### src/rtl/mem_arbiter.sv
// Two-port arbiter in front of the single-port main_memory; one access at a time, read data returned with a one-cycle ack.
// Define MEM_ARB_FIXED_PRIO_EN for fixed priority (port 0 wins ties); default is round robin.
module mem_arbiter #(
  parameter int DATA_W = 16,
  parameter int ADDR_W = 16
) (
  input  logic              clk,
  input  logic              reset,
  input  logic              req0,
  input  logic              req1,
  input  logic              we0,
  input  logic              we1,
  input  logic [ADDR_W-1:0] addr0,
  input  logic [ADDR_W-1:0] addr1,
  input  logic [DATA_W-1:0] wdata0,
  input  logic [DATA_W-1:0] wdata1,
  output logic              ack0,
  output logic              ack1,
  output logic [DATA_W-1:0] rdata0,
  output logic [DATA_W-1:0] rdata1,
  output logic              busy,
  output logic [ADDR_W-1:0] mem_address,
  output logic [DATA_W-1:0] mem_data_in,
  output logic              mem_write_enable,
  output logic              mem_read_enable,
  input  logic [DATA_W-1:0] mem_data_out,
  output logic [1:0]        dbg_state
);

  // Requester handshake: reqN is held with stable we/addr/wdata until ackN.
  // A request is sampled only in IDLE; ackN pulses for exactly one cycle in DONE.

  typedef enum logic [1:0] {
    IDLE    = 2'd0,
    ACCESS  = 2'd1,
    RD_WAIT = 2'd2,
    DONE    = 2'd3
  } state_t;

  state_t              state, state_nxt;
  logic                owner;
  logic                we_l;
  logic [ADDR_W-1:0]   addr_l;
  logic [DATA_W-1:0]   wdata_l;
  logic                grant_port;
  logic                start;

  assign start = req0 | req1;

`ifdef MEM_ARB_FIXED_PRIO_EN
  assign grant_port = ~req0;
`else
  logic rr_last;
  // On a tie the port that was not served last wins.
  assign grant_port = (req0 & req1) ? ~rr_last : req1;

  always_ff @(posedge clk) begin
    if (reset)              rr_last <= 1'b1;
    else if (state == DONE) rr_last <= owner;
  end
`endif

  always_ff @(posedge clk) begin
    if (reset) state <= IDLE;
    else       state <= state_nxt;
  end

  always_comb begin
    state_nxt = state;
    case (state)
      IDLE:    if (start) state_nxt = ACCESS;
      ACCESS:  state_nxt = we_l ? DONE : RD_WAIT;
      RD_WAIT: state_nxt = DONE;
      DONE:    state_nxt = IDLE;
      default: state_nxt = IDLE;
    endcase
  end

  // Request latches and read-data capture.
  always_ff @(posedge clk) begin
    if (reset) begin
      owner   <= 1'b0;
      we_l    <= 1'b0;
      addr_l  <= '0;
      wdata_l <= '0;
      rdata0  <= '0;
      rdata1  <= '0;
    end else begin
      if (state == IDLE && start) begin
        owner   <= grant_port;
        we_l    <= grant_port ? we1 : we0;
        addr_l  <= grant_port ? addr1 : addr0;
        wdata_l <= grant_port ? wdata1 : wdata0;
      end
      if (state == RD_WAIT) begin
        if (owner) rdata1 <= mem_data_out;
        else       rdata0 <= mem_data_out;
      end
    end
  end

  // Reset gates the decode so nothing is issued or acked in the reset cycle.
  always_comb begin
    mem_address      = addr_l;
    mem_data_in      = wdata_l;
    mem_write_enable = 1'b0;
    mem_read_enable  = 1'b0;
    ack0             = 1'b0;
    ack1             = 1'b0;
    busy             = 1'b0;
    dbg_state        = state;
    if (!reset) begin
      busy = (state != IDLE);
      case (state)
        ACCESS: begin
          mem_write_enable = we_l;
          mem_read_enable  = ~we_l;
        end
        DONE: begin
          ack0 = ~owner;
          ack1 = owner;
        end
        default: ;
      endcase
    end
  end

endmodule

### config.mk
export PLATFORM = sky130hd
export DESIGN_NAME = mem_arbiter
export DESIGN_NICKNAME = d
export VERILOG_FILES = /design/src/rtl/mem_arbiter.sv
export SDC_FILE = /design/constraint.sdc
export NUM_CORES = 1
export LEC_CHECK = 0
export CAP_MARGIN = 20
export CORE_MARGIN = 5
export CORE_UTILIZATION = 39
export DETAILED_ROUTE_END_ITERATION = 8
export PLACE_DENSITY = 0.8
export REMOVE_ABC_BUFFERS = 1
export SLEW_MARGIN = 15
export SYNTH_ARGS = -nofsm -noshare
export SYNTH_HDL_FRONTEND = slang
export SYNTH_SLANG_ARGS = --single-unit
### constraint.sdc
create_clock -name clk -period 1.65 [get_ports clk]
set_input_delay 0.495 -clock clk [delete_from_list [all_inputs] [get_ports clk]]
set_output_delay 0.495 -clock clk [all_outputs]
set_load 0.02 [all_outputs]
==> flow_summary.json, run 1 <==
{
  "status": "finished, violations left",
  "violations": "setup timing",
  "internal_power_mw": 4.42,
  "synth-warning-count": 0,
  "dp_slack_ns": -0.374,
  "synth-seq-cells": 69,
  "clk_latency_ns": 0.34,
  "worstPathArrival_ns": 1.28,
  "min_period_over_period": 1.07,
  "synth_cell_types": 26,
  "fp.dieH_um": 97.5,
  "start_kind": "register",
  "grt_start_max_net_pins": 49,
  "ctsHtreeMaxLevel": 3,
  "hpwl_um": 6860,
  "ys_dominant_reg_cell": "dfxtp_1",
  "routabilityCongestion": 0.801,
  "async_reset_ff_frac": 0,
  "cts_tree": "yes",
  "cp_cell_sequence": "buf_6 > ha_4 > nor3b_2 > buf_4",
  "crit_end": "ack0",
  "nets": 610,
  "crit_path_end_kind": "primary output",
  "maxCapViolCount": 0,
  "path_delay_family": "flip-flops",
  "io_buffers": 156,
  "path_depth": 4,
  "drtPass1Iterations": 4,
  "critPathMaxFanout": 3,
  "report.final.slew_viol_count": 0,
  "rsz0062_at_grt": "yes",
  "cts_buffers": 9,
  "start_util": 0.393,
  "leakage_nw": 2.17,
  "drc": 0,
  "syn_area_um2": 2990,
  "antenna_found_initial": 0,
  "p_clk_frac": 0.217,
  "fin_tns_setup_ns": -0.447,
  "num_vias": 3089,
  "r2r-end": "rdata1[0]$_SDFFE_PP0P_",
  "ctsRootBufferMaster": "clkbuf_8",
  "diodes": 0,
  "p_per_area_nw_per_um2": 1460,
  "setup_ws_ns": -0.124,
  "cts.clk_slew.worst_paths_ns": 0.08,
  "required_ns": 1.15,
  "setup_viol": 5,
  "routed_wl_um": 9700,
  "critical_path.max_stage_delay_ns": 0.37,
  "dieArea_um2": 9520,
  "swShare": 0.391,
  "drive_gt1_frac": 0.183,
  "holdPathStages": 2,
  "ant_nets": 0,
  "startpoint": "dbg_state[1]$_SDFFE_PP0P_",
  "grt_use_total": 0.200,
  "ff2ff_path_depth": 7,
  "switchingPower_mw": 2.84,
  "syn_inst": 354,
  "hold_buffers": 0,
  "hold_ws_ns": 0.452,
  "r2r_slack_ns": 0.07,
  "relSlewSlack": 0.593,
  "clock.fmax_ghz": 0.564,
  "reg2reg_from": "dbg_state[0]$_SDFFE_PP0P_",
  "hold_path_class": "reg2reg",
  "ir_worst_vdd_v": 0.000934,
  "synth-seq-area-share": 0.462,
  "drt-initial-drc-count": 68,
  "final_cell_mix": "nand2_1, clkdlybuf4s50_1, dfxtp_1, a21oi_1, dlygate4sd2_1",
  "die_w_um": 97.5,
  "grt_overflow": 0,
  "cts_buffer_depth": 2,
  "p_total_mw": 7.26,
  "slowest_stage": "dfxtp_4",
  "wire_per_inst_um": 15.5,
  "hold_violations": 0,
  "synth_edf_count": 0,
  "grt_pass1_vias": 3174,
  "layout_commonest_cell": "nand2_1",
  "vias_per_cell": 4.93,
  "fin_crit_ns": 1.77,
  "core_um2": 7610,
  "post_synth.cell_area_avg_um2": 8.44,
  "ios": 157,
  "crit_type": "reg2out",
  "max_slew.worst_pin.slew_ns": 0.611,
  "grt_pass1_wl_um": 15700,
  "rows": 32,
  "area_growth_pct": 66.9,
  "cp_num_buf_inv": 2,
  "fin_worst_skew_ns": 0.0109,
  "power_frac_seq": 0.318,
  "pwr-share-comb": 0.464,
  "cts_sinks": 69
}
-- cell families after synthesis --
kind of cell             after synthesis  share of synthesized area
multiplexers                           1                    0.00335
AO/OA/AOI/OAI                        106                      0.268
AND/OR/NAND/NOR                      143                      0.190
adder cells (fa/ha/maj)                5                     0.0209
flip-flops                            69                      0.462
buffers and inverters                 30                     0.0553
-- final cells by class --
class / count / area, um^2
Timing Repair Buffer: 182 / 1740
Multi-Input combinational cell: 255 / 1500
Clock inverter: 7 / 103
Fill cell: 649 / 2620
Clock buffer: 9 / 124
Tap cell: 102 / 128
Inverter: 2 / 10.0
Sequential cell: 69 / 1390
-- synth_stat cells, types with 3 or more instances --
cell | count | area [um^2]
nand2_1 | 98 | 368
dfxtp_1 | 69 | 1380
a21oi_1 | 65 | 325
nor2_1 | 36 | 135
a211oi_2 | 30 | 375
buf_2 | 9 | 45.0
clkbuf_1 | 9 | 33.8
ha_1 | 5 | 62.6
a211oi_1 | 4 | 30.0
buf_4 | 4 | 30.0
buf_6 | 3 | 33.8
clkbuf_2 | 3 | 15.0
nor3b_1 | 3 | 22.5
-- power groups by stage --
stage          clock network (mW)  registers (mW)  logic (mW)
2_1_floorplan                   0            2.77        1.35
3_3_place_gp                    0            2.29        3.40
3_5_place_dp                    0            2.32        3.48
4_1_cts                      1.61            2.30        3.33
5_1_grt                      1.68            2.36        3.65
6_report                     1.58            2.31        3.37
-- sequential cells by signal (all words and copies together), names as in the netlist --
name	cells
mem_address	16
mem_data_in	16
rdata0	16
rdata1	16
dbg_state	2
owner	1
rr_last	1
we_l	1
-- metrics by stage --
step                      cell area (um^2)  utilization  cells
after floorplan                       2830            -    326
after global placement                4740        0.624    606
after detailed placement              4740        0.624    606
after CTS                             4960        0.651    625
after global routing                  4990        0.656    626
final                                 4990        0.656    626
-- repair_timing --
item,4_1_cts,5_1_grt
buffers inserted,3,1
gates resized for setup,116,8
setup endpoints to repair,104,13
pin swaps,2,1
-- tightest hold or removal path: stages, from the launching register on --
cell     delay (ns)
dfxtp_1        0.31
nand2_1        0.05
a21oi_1        0.05
-- worst min path at each step --
stage                                  startpoint                 endpoint  slack, ns
after floorplan                 we_l$_SDFFE_PP0P_        we_l$_SDFFE_PP0P_       0.49
after global placement    rdata1[15]$_SDFFE_PP0P_  rdata1[15]$_SDFFE_PP0P_       0.44
after detailed placement  rdata0[12]$_SDFFE_PP0P_  rdata0[12]$_SDFFE_PP0P_       0.45
after CTS                 rdata0[12]$_SDFFE_PP0P_  rdata0[12]$_SDFFE_PP0P_       0.46
after global routing      rdata0[12]$_SDFFE_PP0P_  rdata0[12]$_SDFFE_PP0P_       0.48
final                     rdata1[15]$_SDFFE_PP0P_  rdata1[15]$_SDFFE_PP0P_       0.45
-- layer usage --
layer | vias to the layer above | GRT usage | share of wire
li1 | 1523 | - | -
met1 | 1461 | 0.223 | 0.40
met2 | 93 | 0.361 | 0.53
met3 | 12 | 0.0589 | 0.054
met4 | 0 | 0.0714 | 0.018
met5 | - | 0 | 0
Power figures use the tool's default switching activity.
==> run 2, diff against run 1 <==
--- a/config.mk
+++ b/config.mk
@@ -5,7 +5,7 @@
 export SDC_FILE = /design/constraint.sdc
 export NUM_CORES = 1
 export LEC_CHECK = 0
-export CAP_MARGIN = 20
+export CAP_MARGIN = 5
 export CORE_MARGIN = 5
 export CORE_UTILIZATION = 39
 export DETAILED_ROUTE_END_ITERATION = 8
==> results of run 2 <==
Final layout, timing and power as in run 1 (identical DEF).
